## src/rtl/auto_load_seq_pkg.sv

```systemverilog
// Shared definitions for the BPI flash auto-load sequencer: opcodes, FSM
// states and status-word bit positions.
package bpi_al_pkg;

  localparam logic [15:0] READ_ARRAY_CMD = 16'h00FF;

  localparam logic [1:0] OP_NONE = 2'b00;
  localparam logic [1:0] OP_CMD  = 2'b01;
  localparam logic [1:0] OP_READ = 2'b10;

  typedef enum logic [2:0] {
    ST_IDLE = 3'd0,
    ST_CMD  = 3'd1,
    ST_WCMD = 3'd2,
    ST_RD   = 3'd3,
    ST_WRD  = 3'd4,
    ST_NXT  = 3'd5,
    ST_DONE = 3'd6,
    ST_ABRT = 3'd7
  } al_state_e;

  localparam int STAT_COMPLETED = 0;
  localparam int STAT_ABORTED   = 1;
  localparam int STAT_TIMEOUT   = 2;
  localparam int STAT_CHKERR    = 3;

endpackage

```

## src/rtl/auto_load_seq_if.sv

```systemverilog
// BPI engine bus as seen by the auto-load sequencer (master) and the
// BPI engine (slave).
interface auto_load_seq_if #(
  parameter int ADDR_W = 23,
  parameter int CNT_W  = 6
);

  logic              BUSY;
  logic              AL_DONE;
  logic [15:0]       RD_DATA;
  logic [ADDR_W-1:0] AL_ADDR;
  logic [15:0]       AL_CMD_DATA_OUT;
  logic [1:0]        AL_OP;
  logic              AL_EXECUTE;
  logic              AUTO_LOAD_ENA;
  logic              CLR_AL_DONE;
  logic [CNT_W-1:0]  AL_CNT;

  modport master (
    input  BUSY, AL_DONE, RD_DATA,
    output AL_ADDR, AL_CMD_DATA_OUT, AL_OP, AL_EXECUTE,
           AUTO_LOAD_ENA, CLR_AL_DONE, AL_CNT
  );

  modport slave (
    output BUSY, AL_DONE, RD_DATA,
    input  AL_ADDR, AL_CMD_DATA_OUT, AL_OP, AL_EXECUTE,
           AUTO_LOAD_ENA, CLR_AL_DONE, AL_CNT
  );

endinterface

```

## src/rtl/auto_load_seq_fsm.sv

```systemverilog
// Sequencer control: state register, per-operation timeout and retry
// counters, and the execute/clear strobes towards the BPI engine.
module auto_load_seq_fsm
  import bpi_al_pkg::*;
#(
  parameter int TIMEOUT_CYC = 1023,
  parameter int MAX_RETRY   = 2
) (
  input  logic      clk,
  input  logic      rst_n,
  input  logic      start_i,
  input  logic      abort_i,
  input  logic      busy_i,
  input  logic      done_i,
  input  logic      last_word_i,
  output al_state_e state_o,
  output logic      execute_o,
  output logic      ena_o,
  output logic [1:0] op_o,
  output logic      clr_o,
  output logic      start_acc_o,
  output logic      rd_acc_o,
  output logic      cnt_inc_o,
  output logic      tmo_o
);

  localparam int TMO_W = $clog2(TIMEOUT_CYC + 1);
  localparam int RTY_W = $clog2(MAX_RETRY + 2);

  al_state_e        state_q, state_d;
  logic [TMO_W-1:0] tmo_q, tmo_d;
  logic [RTY_W-1:0] rty_q, rty_d;
  logic             clr_q, clr_d;
  logic             tmo_hit;

  assign state_o = state_q;
  assign clr_o   = clr_q;
  assign tmo_hit = (tmo_q == TMO_W'(TIMEOUT_CYC - 1));

  always_ff @(posedge clk or negedge rst_n) begin
    if (!rst_n) begin
      state_q <= ST_IDLE;
      tmo_q   <= '0;
      rty_q   <= '0;
      clr_q   <= 1'b0;
    end else begin
      state_q <= state_d;
      tmo_q   <= tmo_d;
      rty_q   <= rty_d;
      clr_q   <= clr_d;
    end
  end

  always_comb begin
    state_d     = state_q;
    tmo_d       = tmo_q;
    rty_d       = rty_q;
    clr_d       = 1'b0;
    execute_o   = 1'b0;
    ena_o       = 1'b0;
    op_o        = OP_NONE;
    start_acc_o = 1'b0;
    rd_acc_o    = 1'b0;
    cnt_inc_o   = 1'b0;
    tmo_o       = 1'b0;

    unique case (state_q)
      ST_IDLE: begin
        if (start_i) begin
          start_acc_o = 1'b1;
          rty_d       = '0;
          state_d     = ST_CMD;
        end
      end

      // Execute is gated by BUSY combinationally so it can never overlap it.
      ST_CMD, ST_RD: begin
        ena_o = 1'b1;
        op_o  = (state_q == ST_CMD) ? OP_CMD : OP_READ;
        if (abort_i) begin
          state_d = ST_ABRT;
        end else if (!busy_i) begin
          execute_o = 1'b1;
          tmo_d     = '0;
          state_d   = (state_q == ST_CMD) ? ST_WCMD : ST_WRD;
        end
      end

      // Abort wins over a coincident done: no clear, no capture.
      ST_WCMD, ST_WRD: begin
        ena_o = 1'b1;
        op_o  = (state_q == ST_WCMD) ? OP_CMD : OP_READ;
        if (abort_i) begin
          state_d = ST_ABRT;
        end else if (done_i) begin
          clr_d    = 1'b1;
          rty_d    = '0;
          rd_acc_o = (state_q == ST_WRD);
          state_d  = (state_q == ST_WCMD) ? ST_RD : ST_NXT;
        end else if (tmo_hit) begin
          tmo_o = 1'b1;
          rty_d = rty_q + 1'b1;
          if (rty_q >= RTY_W'(MAX_RETRY)) begin
            state_d = ST_ABRT;
          end else begin
            state_d = (state_q == ST_WCMD) ? ST_CMD : ST_RD;
          end
        end else begin
          tmo_d = tmo_q + 1'b1;
        end
      end

      ST_NXT: begin
        ena_o = 1'b1;
        if (abort_i) begin
          state_d = ST_ABRT;
        end else if (last_word_i) begin
          state_d = ST_DONE;
        end else begin
          cnt_inc_o = 1'b1;
          state_d   = ST_RD;
        end
      end

      ST_DONE: begin
        state_d = abort_i ? ST_ABRT : ST_IDLE;
      end

      ST_ABRT: begin
        state_d = ST_IDLE;
      end

      default: begin
        state_d = ST_IDLE;
      end
    endcase
  end

endmodule

```

## src/rtl/auto_load_seq.sv

```systemverilog
// Flash auto-load sequencer: reads a parameter block over the BPI engine,
// streams it into constant storage and verifies a trailing checksum word.
module auto_load_seq
  import bpi_al_pkg::*;
#(
  parameter int                ADDR_W      = 23,
  parameter logic [ADDR_W-1:0] BASE_ADDR   = 23'h7FC000,
  parameter int                N_WORDS     = 34,
  parameter int                CNT_W       = 6,
  parameter int                TIMEOUT_CYC = 1023,
  parameter int                MAX_RETRY   = 2,
  parameter int                CHK_ENA     = 1
) (
  input  logic             CLK,
  input  logic             RST_N,
  input  logic             AL_START,
  input  logic             AL_ABORT,
  auto_load_seq_if.master  bpi,
  output logic             AL_WE,
  output logic [CNT_W-1:0] AL_WADDR,
  output logic [15:0]      AL_WDATA,
  output logic [3:0]       AL_STATUS
);

  if (N_WORDS < 2 || N_WORDS > (1 << CNT_W)) begin : g_bad_nwords
    $error("auto_load_seq: N_WORDS must lie in 2..2**CNT_W");
  end
  if (BASE_ADDR[CNT_W-1:0] != '0) begin : g_bad_base
    $error("auto_load_seq: BASE_ADDR must be aligned to 2**CNT_W");
  end

  al_state_e        state;
  logic             start_acc, rd_acc, cnt_inc, tmo_evt, last_word;

  logic [CNT_W-1:0] cnt_q;
  logic [15:0]      sum_q;
  logic             we_q;
  logic [CNT_W-1:0] waddr_q;
  logic [15:0]      wdata_q;
  logic [3:0]       status_q;

  assign last_word           = (cnt_q == CNT_W'(N_WORDS - 1));
  assign bpi.AL_ADDR         = {BASE_ADDR[ADDR_W-1:CNT_W], cnt_q};
  assign bpi.AL_CMD_DATA_OUT = READ_ARRAY_CMD;
  assign bpi.AL_CNT          = cnt_q;
  assign AL_WE               = we_q;
  assign AL_WADDR            = waddr_q;
  assign AL_WDATA            = wdata_q;
  assign AL_STATUS           = status_q;

  auto_load_seq_fsm #(
    .TIMEOUT_CYC (TIMEOUT_CYC),
    .MAX_RETRY   (MAX_RETRY)
  ) u_fsm (
    .clk         (CLK),
    .rst_n       (RST_N),
    .start_i     (AL_START),
    .abort_i     (AL_ABORT),
    .busy_i      (bpi.BUSY),
    .done_i      (bpi.AL_DONE),
    .last_word_i (last_word),
    .state_o     (state),
    .execute_o   (bpi.AL_EXECUTE),
    .ena_o       (bpi.AUTO_LOAD_ENA),
    .op_o        (bpi.AL_OP),
    .clr_o       (bpi.CLR_AL_DONE),
    .start_acc_o (start_acc),
    .rd_acc_o    (rd_acc),
    .cnt_inc_o   (cnt_inc),
    .tmo_o       (tmo_evt)
  );

  // The checksum word joins the sum but is not written to storage when checked.
  always_ff @(posedge CLK or negedge RST_N) begin
    if (!RST_N) begin
      cnt_q    <= '0;
      sum_q    <= '0;
      we_q     <= 1'b0;
      waddr_q  <= '0;
      wdata_q  <= '0;
      status_q <= '0;
    end else begin
      we_q <= rd_acc && !((CHK_ENA != 0) && last_word);
      if (start_acc) begin
        cnt_q    <= '0;
        sum_q    <= '0;
        status_q <= '0;
      end
      if (cnt_inc) begin
        cnt_q <= cnt_q + 1'b1;
      end
      if (rd_acc) begin
        waddr_q <= cnt_q;
        wdata_q <= bpi.RD_DATA;
        sum_q   <= sum_q + bpi.RD_DATA;
      end
      if (tmo_evt) begin
        status_q[STAT_TIMEOUT] <= 1'b1;
      end
      if (state == ST_DONE) begin
        status_q[STAT_COMPLETED] <= 1'b1;
        if ((CHK_ENA != 0) && (sum_q != 16'h0000)) begin
          status_q[STAT_CHKERR] <= 1'b1;
        end
      end
      if (state == ST_ABRT) begin
        status_q[STAT_ABORTED] <= 1'b1;
      end
    end
  end

endmodule

```

## src/flat_wrapper.sv

```systemverilog
// flat-port wrapper written by rule: the top's interface ports become plain ports
module auto_load_seq_flat import bpi_al_pkg::*;
#(
  parameter int                ADDR_W      = 23,
  parameter logic [ADDR_W-1:0] BASE_ADDR   = 23'h7FC000,
  parameter int                N_WORDS     = 34,
  parameter int                CNT_W       = 6,
  parameter int                TIMEOUT_CYC = 1023,
  parameter int                MAX_RETRY   = 2,
  parameter int                CHK_ENA     = 1
)
  (CLK, RST_N, AL_START, AL_ABORT, AL_WE, AL_WADDR, AL_WDATA, AL_STATUS, bpi_BUSY, bpi_AL_DONE, bpi_RD_DATA, bpi_AL_ADDR, bpi_AL_CMD_DATA_OUT, bpi_AL_OP, bpi_AL_EXECUTE, bpi_AUTO_LOAD_ENA, bpi_CLR_AL_DONE, bpi_AL_CNT);
  auto_load_seq_if #(.ADDR_W(ADDR_W), .CNT_W(CNT_W)) bpi_i ();
  input  logic CLK;
  input  logic RST_N;
  input  logic AL_START;
  input  logic AL_ABORT;
  output logic AL_WE;
  output logic [CNT_W-1:0] AL_WADDR;
  output logic [15:0] AL_WDATA;
  output logic [3:0] AL_STATUS;
  input wire logic [$bits(bpi_i.BUSY)-1:0] bpi_BUSY;
  input wire logic [$bits(bpi_i.AL_DONE)-1:0] bpi_AL_DONE;
  input wire logic [$bits(bpi_i.RD_DATA)-1:0] bpi_RD_DATA;
  output wire logic [$bits(bpi_i.AL_ADDR)-1:0] bpi_AL_ADDR;
  output wire logic [$bits(bpi_i.AL_CMD_DATA_OUT)-1:0] bpi_AL_CMD_DATA_OUT;
  output wire logic [$bits(bpi_i.AL_OP)-1:0] bpi_AL_OP;
  output wire logic [$bits(bpi_i.AL_EXECUTE)-1:0] bpi_AL_EXECUTE;
  output wire logic [$bits(bpi_i.AUTO_LOAD_ENA)-1:0] bpi_AUTO_LOAD_ENA;
  output wire logic [$bits(bpi_i.CLR_AL_DONE)-1:0] bpi_CLR_AL_DONE;
  output wire logic [$bits(bpi_i.AL_CNT)-1:0] bpi_AL_CNT;
  assign bpi_i.BUSY = bpi_BUSY;
  assign bpi_i.AL_DONE = bpi_AL_DONE;
  assign bpi_i.RD_DATA = bpi_RD_DATA;
  assign bpi_AL_ADDR = bpi_i.AL_ADDR;
  assign bpi_AL_CMD_DATA_OUT = bpi_i.AL_CMD_DATA_OUT;
  assign bpi_AL_OP = bpi_i.AL_OP;
  assign bpi_AL_EXECUTE = bpi_i.AL_EXECUTE;
  assign bpi_AUTO_LOAD_ENA = bpi_i.AUTO_LOAD_ENA;
  assign bpi_CLR_AL_DONE = bpi_i.CLR_AL_DONE;
  assign bpi_AL_CNT = bpi_i.AL_CNT;
  auto_load_seq #(.ADDR_W(ADDR_W), .BASE_ADDR(BASE_ADDR), .N_WORDS(N_WORDS), .CNT_W(CNT_W), .TIMEOUT_CYC(TIMEOUT_CYC), .MAX_RETRY(MAX_RETRY), .CHK_ENA(CHK_ENA)) u_core (.CLK(CLK), .RST_N(RST_N), .AL_START(AL_START), .AL_ABORT(AL_ABORT), .bpi(bpi_i), .AL_WE(AL_WE), .AL_WADDR(AL_WADDR), .AL_WDATA(AL_WDATA), .AL_STATUS(AL_STATUS));
endmodule
```

## config.mk

```make
export PLATFORM = sky130hd
export DESIGN_NAME = auto_load_seq_flat
export DESIGN_NICKNAME = d
export VERILOG_FILES = /design/src/rtl/auto_load_seq_pkg.sv /design/src/rtl/auto_load_seq_if.sv /design/src/rtl/auto_load_seq_fsm.sv /design/src/rtl/auto_load_seq.sv /design/src/flat_wrapper.sv
export SDC_FILE = /design/constraint.sdc
export NUM_CORES = 1
export LEC_CHECK = 0
export ABC_AREA = 1
export CORE_UTILIZATION = 45
export CTS_CLUSTER_DIAMETER = 80
export DETAILED_ROUTE_END_ITERATION = 10
export MAX_ROUTING_LAYER = met4
export PLACE_DENSITY_LB_ADDON = 0.2
export RECOVER_POWER = 25
export SYNTH_ARGS = -nofsm -noshare
export SYNTH_HDL_FRONTEND = slang
export SYNTH_SLANG_ARGS = --single-unit
```

## constraint.sdc

```tcl
create_clock -name CLK -period 5.4 [get_ports CLK]
set_clock_uncertainty 0.15 [all_clocks]
set_input_delay 0.54 -clock CLK [delete_from_list [all_inputs] [get_ports CLK]]
set_output_delay 0.54 -clock CLK [all_outputs]
set_load 0.005 [all_outputs]
```

Word level (Yosys, flattened, before mapping)
Index checks and enable logic that the tools add are counted.

storage, ports and cells
  register bits after elaboration = 65
  output and inout port bits = 77
  input bits = 22
  word-level logic and storage cells = 110

cells by class
  magnitude comparators = 1
  reduce and logical (&&, ||, !) cells = 17
  equal/unequal tests = 18
  mux-type cells = 57
  $add $sub $neg = 4

operators with widths
  cell                     count
  $mux W10                 5
  $mux W3                  12
  $mux W16                 2
  $mux W1                  24
  $pmux W10 S2             1
  $pmux W3 S6              1
  $add A16 B16 Y16         1
  $reduce_bool A16 Y1      1
  $mux W2                  7
  $reduce_bool A2 Y1       7
  $eq A3 B3 Y1 const B     4
  $mux W6                  2
  $ne A2 B2 Y1 const B     6
  $add A10 B1 Y10 const B  1
  $eq A10 B10 Y1 const B   1
  $pmux W2 S2              2
  $add A6 B1 Y6 const B    1
  $eq A3 B2 Y1 const B     2
  $eq A6 B6 Y1 const B     1
  $ne A3 B3 Y1 const B     2
  $reduce_and A6 Y1        1
  $reduce_or A5 Y1         1
  $mux W4                  1
  $ne A4 B4 Y1 const B     1
  9 further kinds          10

Longest topological paths before layout
Gate-level depths: netlist of the first run.

  depth after elaboration = 7
  gate-level depth with buffers = 12
  depth with buffers taken out = 12

By module
Synthesis of the first run repeated with hierarchy kept, for this count alone.

unflattened totals
  cell total of the unflattened synthesis = 622
  area, all modules = 4498.1 um^2

modules (own cells, without submodules)
  module             cells an instance  instances  seq. area each (um^2)  area an instance (um^2)
  auto_load_seq      425                1          1226.2                 3138.0
  auto_load_seq_fsm  197                1          400.4                  1360.1

Worst setup path after synthesis of the first run
Ideal clock, no wire load.

  path type = register -> output
  start point = register u_core.u_fsm.tmo_q[0] (netlist name)
  end point = output bpi_AL_EXECUTE
  stages on the path, launching flop included = 11
  buffers on the path = 1
  required time = 4.710 ns
  arrival time = 1.324 ns
  setup slack = 3.386 ns
  path through = dfrtp_1 -> inv_1 -> ha_1 -> inv_1 -> nor2_1 -> nand3_1 -> nor2_1 -> nor2_1 -> nand2_1 -> buf_4 -> nor2_1

RTL lines
  item              RTL line            source
  end: declaration  flat_wrapper.sv:28  output wire logic [$bits(bpi_i.AL_EXECUTE)-1:0] bpi_AL_EXECUTE;

==> results of run 1 <==
==> stage by stage <==
| step | std cells | setup slack (ns) | cell area (µm²) | utilization, % |
|---|---|---|---|---|
| global route | 813 | 1.01 | 5150 | 55.3 |
| CTS | 813 | 2.18 | 5160 | 55.3 |
| finish | 813 | 1.77 | 5150 | 55.3 |
| global placement | 797 | 2.32 | 4960 | 53.2 |
| detailed placement | 797 | 2.24 | 4960 | 53.2 |
| floorplan | 651 | 3.39 | 4510 | - |
==> power by group <==
| group | internal (W) | switching (W) |
|---|---|---|
| sequential | 0.000667 | 0.000164 |
| clock | 0.000212 | 0.000205 |
| combinational | 0.000583 | 0.000736 |
| total | 0.00146 | 0.00111 |
==> Yosys cell counts, types with 2 or more instances <==
cell	count
nand2_1	235
dfrtp_1	65
inv_1	64
nor2_1	43
buf_4	41
nand3_1	36
ha_1	20
o21ai_0	19
a21oi_1	16
inv_2	8
nand4_1	7
xor2_1	7
o21ai_1	5
and2_1	4
buf_2	4
nor3_1	4
nor4_1	4
xnor2_1	4
nand3_2	3
nand3b_1	3
nor2_4	3
o31ai_1	3
or2_2	3
buf_6	2
clkbuf_1	2
conb_1	2
nor2_2	2
nor3_2	2
==> flip-flops by register name, summed over array words and instances, names as in the netlist <==
name	count
u_core.AL_STATUS	4
u_core.AL_WADDR	6
u_core.AL_WDATA	16
u_core.AL_WE	1
u_core.bpi.AL_CNT	6
u_core.sum_q	16
u_core.u_fsm.clr_o	1
u_core.u_fsm.rty_q	2
u_core.u_fsm.state_o	3
u_core.u_fsm.tmo_q	10
==> layout make-up <==
type / instances / area [µm²] / share of cell area [%]
Timing Repair Buffer: 66 / 649 / 12.6
Multi-Input combinational cell: 465 / 2250 / 43.7
Sequential cell: 65 / 1630 / 31.6
Inverter: 72 / 270 / 5.24
Clock inverter: 7 / 71.3 / 1.38
Clock buffer: 9 / 124 / 2.40
Tap cell: 129 / 161 / 3.13
==> kinds of logic (layout without fill, tap and decap cells) <==
logic type | after synthesis | in the layout | synth area share, %
flops | 65 | 65 | 37.1
xor+xnor | 11 | 11 | 2.19
other cells | 2 | 33 | 0.171
simple gates | 353 | 353 | 34.3
compound gates | 47 | 47 | 5.82
fa+ha+maj | 21 | 21 | 6.16
buf+inv | 121 | 154 | 14.3
==> worst min-delay path by stage <==
stage	end	slack [ns]	cells after the start	start
after floorplan	u_core.AL_STATUS[0]	0.09	0	RST_N
after global placement	u_core.AL_STATUS[0]	0.31	2	u_core.AL_STATUS[0]
after detailed placement	u_core.AL_WDATA[15]	0.32	2	u_core.AL_WDATA[15]
after CTS	u_core.sum_q[3]	0.26	2	RST_N
after global routing	u_core.AL_WDATA[3]	0.37	2	u_core.AL_WDATA[3]
final	u_core.AL_WADDR[0]	0.33	2	u_core.AL_WADDR[0]
==> routing by layer <==
| layer | global-route usage [%] | wire [µm] | share of wire, % |
|---|---|---|---|
| met5 | - | 0 | 0 |
| met4 | 7.02 | 105 | 1.1 |
| met3 | 3.33 | 449 | 4.6 |
| met2 | 32.5 | 4240 | 43 |
| met1 | 29.8 | 4970 | 51 |
==> qor.csv, run 1 <==
stage;metric;value;unit
die;core-area;9330;µm²
synth;yosysSeqAreaShare;37.1;%
worst_setup_path;max_stage_delay;2.48;ns
worst_setup_path;crit_family;buffers and inverters;
clock_tree;path_clk_slew;0.07;ns
worst_setup_path;path_cells;buf_2, clkbuf_1;
place;place.gp.congestion;0.887;
worst_setup_path;worstSetupPathDepth;2;
sta;slew_headroom;-135;%
synth;syn_area_per_cell;7.08;µm²
routing;drtIter0Drc;138;
worst_setup_path;critical_path_required;4.90;ns
clock_tree;cts.path.max_buffers;2;
die;die_area;10200;µm²
clock_tree;h-tree-depth;3;
clock_tree;post_cts.repair.setup_buffers;0;
worst_setup_path;start_kind;primary input;
routing;avgRoutedWirePerCell;12.0;µm
synth;syn_inst;620;
synth;syn_area;4390;µm²
pwr;p_leak;2.70;nW
grt;grt_overflow;0;
sta;fmax;0.275;GHz
worst_setup_path;cp.arrival;3.13;ns
worst_setup_path;endpoint_kind;asynchronous set/reset pin;
grt;grt_pass1_wl;16.5;mm
place;dp_hpwl;7.27;mm
clock_tree;cts_buffers;9;
flow_run;cap_violations;1;
routing;drt-total-wl;9.77;mm
routing;vias_per_cell;4.73;
synth;synth_area_leaders;dfrtp_1, nand2_1, buf_4;
finish;fill_cells;951;
finish;drive_above_1_share;5.85;%
die;initial_core_util;47.1;%
sta;fin_crit_sh;67.3;%
pwr;totalPowerFinal;0.00257;W
pwr;ir_worst_vdd;0.217;mV
clock_tree;cts_root_buf;clkbuf_8;
die;die_h;101;µm
synth;async_reset_ff_share;100;%
worst_setup_path;worstSetupPathType;in -> async;
clock_tree;holdBufCountCts;0;
synth;yosys_warnings;0;
worst_setup_path;crit_end;u_core.u_fsm.tmo_q[5];
worst_setup_path;rr_endpoint;u_core.sum_q[2];
sta;min_period;3.63;ns
finish;syn_to_final_growth;17.4;%
worst_setup_path;path_buf_inv;2;
worst_setup_path;r2r_setup_slack;2.75;ns
finish;final_nets;722;
grt;grtUsageTotal;21.5;%
synth;synth_top_cell_by_area;dfrtp_1;
outcome;violations;capacitance limit, slew limit;
synth;synth-edff-count;0;
synth;ys_ff_latch;65;
worst_setup_path;critPathLaunch;RST_N;
finish;final_common_cell;nand2_1;
sta;grt_setup_unrepaired;false;
routing;first_pass_iters;4;
sta;slew_viol_final;66;
worst_hold_path;min-delay-path-class;reg -> reg;
synth;netlist-cell-type-count;37;
die;num_io_pins;99;
grt;grt_antenna_before_repair;0;
sta;final-setup-viol-count;0;
pwr;p_per_area;498;nW/µm²
clock_tree;cts_resized;0;
routing;antenna_left;0;
clock_tree;cts_sinks;65;
worst_setup_path;cp_slowest_cell;clkbuf_1;
sta;hold_slack;0.331;ns
outcome;outcome;finished, violations left;
worst_setup_path;reg2reg_from;u_core.u_fsm.state_o[1];
synth;yosys_most_used_dff;dfrtp_1;
synth;synth_top_area_share;37.1;%
grt;grt_max_degree;66;
clock_tree;clk_latency;0.35;ns
place;io_buffers;65;
die;fp.dieW;101;µm
clock_tree;cts_tree;yes;
routing;num_vias;3844;
sta;worstMarginPinSlew;3.53;ns
die;rows;35;
sta;finalHoldViolCount;0;
finish;n_antenna_cell;0;
sta;fin_tns_setup;0;ns
worst_setup_path;reg2reg_depth;7;
worst_setup_path;critPathMaxFanout;65;
routing;drc;0;
finish;mostFrequentLayoutCells;nand2_1, dfrtp_1, inv_1, clkdlybuf4s50_1, nor2_1;
grt;grt_pass1_vias;3533;
(Power assumes the default switching activity.)
==> inputs of run 2 (changes only) <==
clock period = 3.8 ns   (was 5.4 ns; I/O delays follow)
==> run 2 against run 1 <==
The run still ends with capacitance limit, slew limit left; via count grew 3.4%; utilization grew 0.28 points; sequential power grew 42%; die area is the same; wire length grew 3.7%; flip-flop and latch count is the same; setup slack lost 1.0 ns; critical endpoint is now bpi_AL_EXECUTE.
==> qor.csv, run 2 (same netlist as run 1, synthesis figures left out) <==
stage;metric;value;unit;change
outcome;outcome;finished, violations left;;unchanged
outcome;violations;capacitance limit, slew limit;;unchanged
finish;n_antenna_cell;0;;unchanged
die;rows;35;;unchanged
clock_tree;cts_root_buf;clkbuf_8;;unchanged
finish;fill_cells;922;;was 951
finish;multiInputGateArea;2240;µm²;was 2250 µm²
pwr;pwr-share-seq;31.7;%;was 32.4%
worst_setup_path;critPathMaxFanout;15;;was 65
sta;fmax;0.330;GHz;
place;dp_hpwl;7.48;mm;was 7.27 mm
sta;min_period;3.03;ns;
pwr;p_sw;0.00155;W;was 0.00111 W
routing;drt-total-wl;10.1;mm;was 9.77 mm
pwr;p_comb_share;50.5;%;was 51.4%
place;pre_cts_slack;1.07;ns;was 2.24 ns
grt;grt_max_degree;35;;was 66
finish;seq_area;1630;µm²;unchanged
place;placed_cells;798;;was 797
grt;grt_pass1_vias;3640;;was 3533
routing;first_pass_iters;5;;was 4
clock_tree;cts_sinks;65;;unchanged
routing;avgRoutedWirePerCell;12.5;µm;was 12.0 µm
routing;antenna_left;0;;unchanged
grt;grt_pass1_wl;16.9;mm;was 16.5 mm
finish;drive_above_1_share;5.26;%;was 5.85%
sta;finalHoldViolCount;0;;unchanged
sta;grt_setup_unrepaired;false;;unchanged
sta;fin_tns_setup;0;ns;unchanged
clock_tree;post_cts.repair.setup_buffers;0;;unchanged
sta;final-setup-viol-count;0;;unchanged
clock_tree;h-tree-depth;3;;unchanged
finish;mostFrequentLayoutCells;nand2_1, inv_1, dfrtp_1;;was nand2_1, dfrtp_1, inv_1, clkdlybuf4s50_1, nor2_1
worst_setup_path;worstSetupPathType;reg -> out;;was in -> async
place;io_buffers;65;;unchanged
clock_tree;cts_tree;yes;;unchanged
die;die_h;101;µm;unchanged
grt;grtUsageTotal;21.6;%;was 21.5%
finish;syn_to_final_growth;18.0;%;was 17.4%
grt;grt_overflow;0;;unchanged
die;fp.dieW;101;µm;unchanged
worst_setup_path;endpoint_kind;output pin;;was asynchronous set/reset pin
routing;drc;0;;unchanged
routing;drtIter0Drc;184;;was 138
sta;worstMarginPinSlew;1.75;ns;was 3.53 ns
die;num_io_pins;99;;unchanged
die;core-area;9330;µm²;unchanged
worst_setup_path;start_kind;flip-flop;;was primary input
worst_setup_path;critical_path_required;3.27;ns;was 4.90 ns
routing;vias_per_cell;4.89;;was 4.73
clock_tree;path_clk_slew;0.08;ns;was 0.07 ns
sta;fin_crit_sh;79.9;%;
routing;num_vias;3974;;was 3844
place;place.gp.congestion;0.920;;was 0.887
sta;slew_viol_final;33;;was 66
grt;grt_antenna_before_repair;0;;unchanged
flow_run;cap_violations;1;;unchanged
pwr;p_int;0.00217;W;was 0.00146 W
clock_tree;cts_buffers;9;;unchanged
finish;instances_no_fill;813;;unchanged
finish;final_nets;724;;was 722
sta;fin_ws;0.766;ns;was 1.77 ns
clock_tree;clk_latency;0.34;ns;was 0.35 ns
clock_tree;cts.path.max_buffers;2;;unchanged
worst_setup_path;cp.arrival;2.50;ns;was 3.13 ns
pwr;p_leak;2.75;nW;was 2.70 nW
die;die_area;10200;µm²;unchanged
sta;slew_headroom;-16.4;%;was -135%
worst_hold_path;min-delay-path-class;reg -> reg;;unchanged
die;initial_core_util;47.1;%;unchanged
finish;final_common_cell;nand2_1;;unchanged
pwr;ir_worst_vdd;0.338;mV;was 0.217 mV
pwr;clkPwrFrac;17.8;%;was 16.2%
pwr;p_per_area;718;nW/µm²;was 498 nW/µm²
pwr;swShare;41.8;%;was 43.1%
run 2: timing repair:
item,in CTS,in global routing
endpoints found under the hold margin,31,0
resized for setup,0,0
hold buffers,1,0
run 2: per-layer routing:
metal	vias up	track usage, %	wire length (µm)
met2	137	33.1	4510
li1	1985	-	-
met5	-	-	0
met1	1836	29.7	4930
met4	0	6.91	153
met3	16	2.91	535
run 2: final timing paths:
check	start	end	slack (ns)	depth (start not counted)
setup / recovery	u_core.u_fsm.state_o[1]	bpi_AL_EXECUTE	0.77	9
hold / removal	u_core.AL_WADDR[0]	u_core.AL_WADDR[0]	0.33	2
setup reg to reg	u_core.u_fsm.state_o[1]	u_core.sum_q[2]	1.47	7
hold reg to reg	u_core.AL_WADDR[0]	u_core.AL_WADDR[0]	0.33	2
max in group asynchronous	RST_N	u_core.sum_q[7]	1.34	3
min in group asynchronous	RST_N	u_core.sum_q[3]	0.90	2
run 2: worst max-delay path, stage by stage, from the launching register on:
cell and delay (ns):
dfrtp_1 0.50, nor2_1 0.14, nand2_2 0.12, nand2_4 0.09
inv_2 0.21, nor2_1 0.07, nor2_1 0.10, nand2_1 0.25
nor2_1 0.17, clkdlybuf4s50_1 0.51
run 2: power by group through the flow:
stage          combinational (W)  clock [W]  sequential [W]
6_report                 0.00188   0.000662         0.00118
5_1_grt                  0.00213   0.000706         0.00121
4_1_cts                  0.00189   0.000674         0.00118
3_5_place_dp             0.00188          0         0.00119
3_3_place_gp             0.00184          0         0.00118
2_1_floorplan            0.00125          0         0.00114
run 2: through the flow:
step	hold WS [ns]	area (µm²)	power [W]	utilization [%]
floorplan	-0.0656	4510	0.00239	-
global placement	0.312	4970	0.00302	53.3
detailed placement	0.314	4970	0.00307	53.3
CTS	0.335	5200	0.00375	55.7
global route	0.358	5180	0.00404	55.5
finish	0.330	5180	0.00372	55.5
run 2: final cells by class:
type                            instances  share of cell area (%)
Inverter                               72                    5.22
Timing Repair Buffer                   68                    12.9
Multi-Input combinational cell        465                    43.2
Tap cell                              129                    3.12
Clock inverter                          3                    1.26
Clock buffer                           11                    2.92
Sequential cell                        65                    31.4
==> variant (flow settings as in run 2) <==
Encoding of `al_state_e`: now one-hot (8 bits for 8 states).
--- a/src/rtl/auto_load_seq_pkg.sv
+++ b/src/rtl/auto_load_seq_pkg.sv
@@ -9,13 +9,13 @@
   localparam logic [1:0] OP_READ = 2'b10;
 
-  typedef enum logic [2:0] {
-    ST_IDLE = 3'd0,
-    ST_CMD  = 3'd1,
-    ST_WCMD = 3'd2,
-    ST_RD   = 3'd3,
-    ST_WRD  = 3'd4,
-    ST_NXT  = 3'd5,
-    ST_DONE = 3'd6,
-    ST_ABRT = 3'd7
+  typedef enum logic [7:0] {
+    ST_IDLE = 8'b00000001,
+    ST_CMD  = 8'b00000010,
+    ST_WCMD = 8'b00000100,
+    ST_RD   = 8'b00001000,
+    ST_WRD  = 8'b00010000,
+    ST_NXT  = 8'b00100000,
+    ST_DONE = 8'b01000000,
+    ST_ABRT = 8'b10000000
   } al_state_e;
 
Formal check against the unedited RTL: same outputs for any inputs over 10 cycles, from zero or initial values and one cycle with RST_N low; not proved beyond that.
==> variant against run 2 <==
- register-to-register slack improved by 0.03 ns
- worst hold slack worse by 0.0029 ns
- wire length up 2.5%
- core utilization decreased by 0.74 points
- sequential cell count increased by 5
- design area grew 4.3%
- area after synthesis is 5.1% higher
- highest routed layer unchanged
- non-clock buffer count grew 1
- setup slack improved by 0.41 ns
- largest cell class unchanged
Power is not compared: it rests on default switching activity, and its combinational part moved more than twofold at a synthesized area within 25%.
==> variant: results (changes against run 2) <==
set qor(multiInputCombCellCount) 467 ;# +0.43%
set qor(clkCellAreaFrac) 0.03981 ;# -0.001973
set qor(result_of_the_run) {completed}
set qor(post_synthesis_compound_gate_area_fraction) 0.06321 ;# +0.005059
set qor(post_route_cells_drive_above_1_share) 0.06295 ;# +0.01032
set qor(synth_common_cells) {sky130_fd_sc_hd__nand2_1 (206), sky130_fd_sc_hd__dfrtp_1 (69), sky130_fd_sc_hd__inv_1 (69), sky130_fd_sc_hd__nor2_1 (48), sky130_fd_sc_hd__nand3_1 (47)}
set qor(slew_headroom) 0.04565 ;# +0.2094
set qor(first_global_vias) 3669 ;# +0.80%
set qor(num-nonclk-inverters) 77 ;# +6.9%
set qor(layout.sequential_cells) 70 ;# +7.7%
set qor(post_synthesis_share_of_cell_area_spent_on_full_adders_half_adders_and_majority_gates) 0.05860 ;# -0.002973
set qor(buf_share) 0.1245 ;# -0.004690
set qor(grtUsageTotal) 0.2145 ;# -0.001602
set qor(synth-xor-area-share) 0.02089 ;# -0.001060
set qor(global_route_wire_length_before_repair_mm) 17.12 ;# +1.3%
set qor(post-place-cells) 815 ;# +2.1%
set qor(placed_area_sq_mm) 0.005200 ;# +4.6%
set qor(signal_buffers) 69 ;# +1.5%
set qor(detail_route.vias_per_cell) 4.784 ;# -2.1%
set qor(synth_seq_area_share) 0.3801 ;# +0.009505
set qor(fin_util) 0.5479 ;# -0.007387
set qor(layout.nets) 737 ;# +1.8%
set qor(drt_iter0_drc) 135 ;# -27%
set qor(pre_cts_ws_ns) 1.283 ;# +0.2121 ns
set qor(floorplan.die_area_sq_mm) 0.01066 ;# +5.0%
set qor(wl_per_cell_um) 12.49 ;# +0.18%
set qor(maximum_number_of_pins_on_one_net_before_global_route_repair) 37 ;# +5.7%
set qor(routed_wirelength_mm) 10.39 ;# +2.5%
set qor(final.clkbuf_count) 12 ;# +1
set qor(post-dp-hpwl_mm) 7.810 ;# +4.4%
set qor(num-fill-cells) 970 ;# +5.2%
set qor(drt_pass1_iterations) 4 ;# -1
set qor(multi_input_comb_area_sq_mm) 0.002305 ;# +3.1%
set qor(timing.hold.worst.start) {u_core.AL_STATUS[0]}
set qor(avgSynthCellArea_sq_um) 7.309 ;# +3.2%
set qor(total_leakage_power_nw) 2.814
## variant: per-layer routing
layer,track usage,share of wire,up-vias
li1,-,-,2051
met5,-,0,-
met1,0.2741,0.46,1833
met4,0.06501,0.013,0
met2,0.3497,0.49,82
met3,0.03629,0.036,14
## variant: what timing repair did
item                       in CTS  in global routing
setup endpoints to repair       0                  0
hold endpoints to repair       23                  0
hold buffers                    1                  0
gates resized for setup         0                  0
## variant: final timing paths
check	to	depth (start not counted)	slack, ns
max in group asynchronous	u_core.AL_WDATA[0]	3	1.27
setup reg to reg	u_core.sum_q[9]	7	1.50
setup / recovery	bpi_AL_EXECUTE	8	1.18
hold / removal	u_core.AL_STATUS[0]	2	0.33
hold reg to reg	u_core.AL_STATUS[0]	2	0.33
min in group asynchronous	u_core.AL_STATUS[0]	2	0.75
## variant: kinds of logic after synthesis
logic type | Yosys count
fa+ha+maj | 21
simple gates | 348
flops | 70
other cells | 2
compound gates | 54
buf+inv | 125
xor+xnor | 11
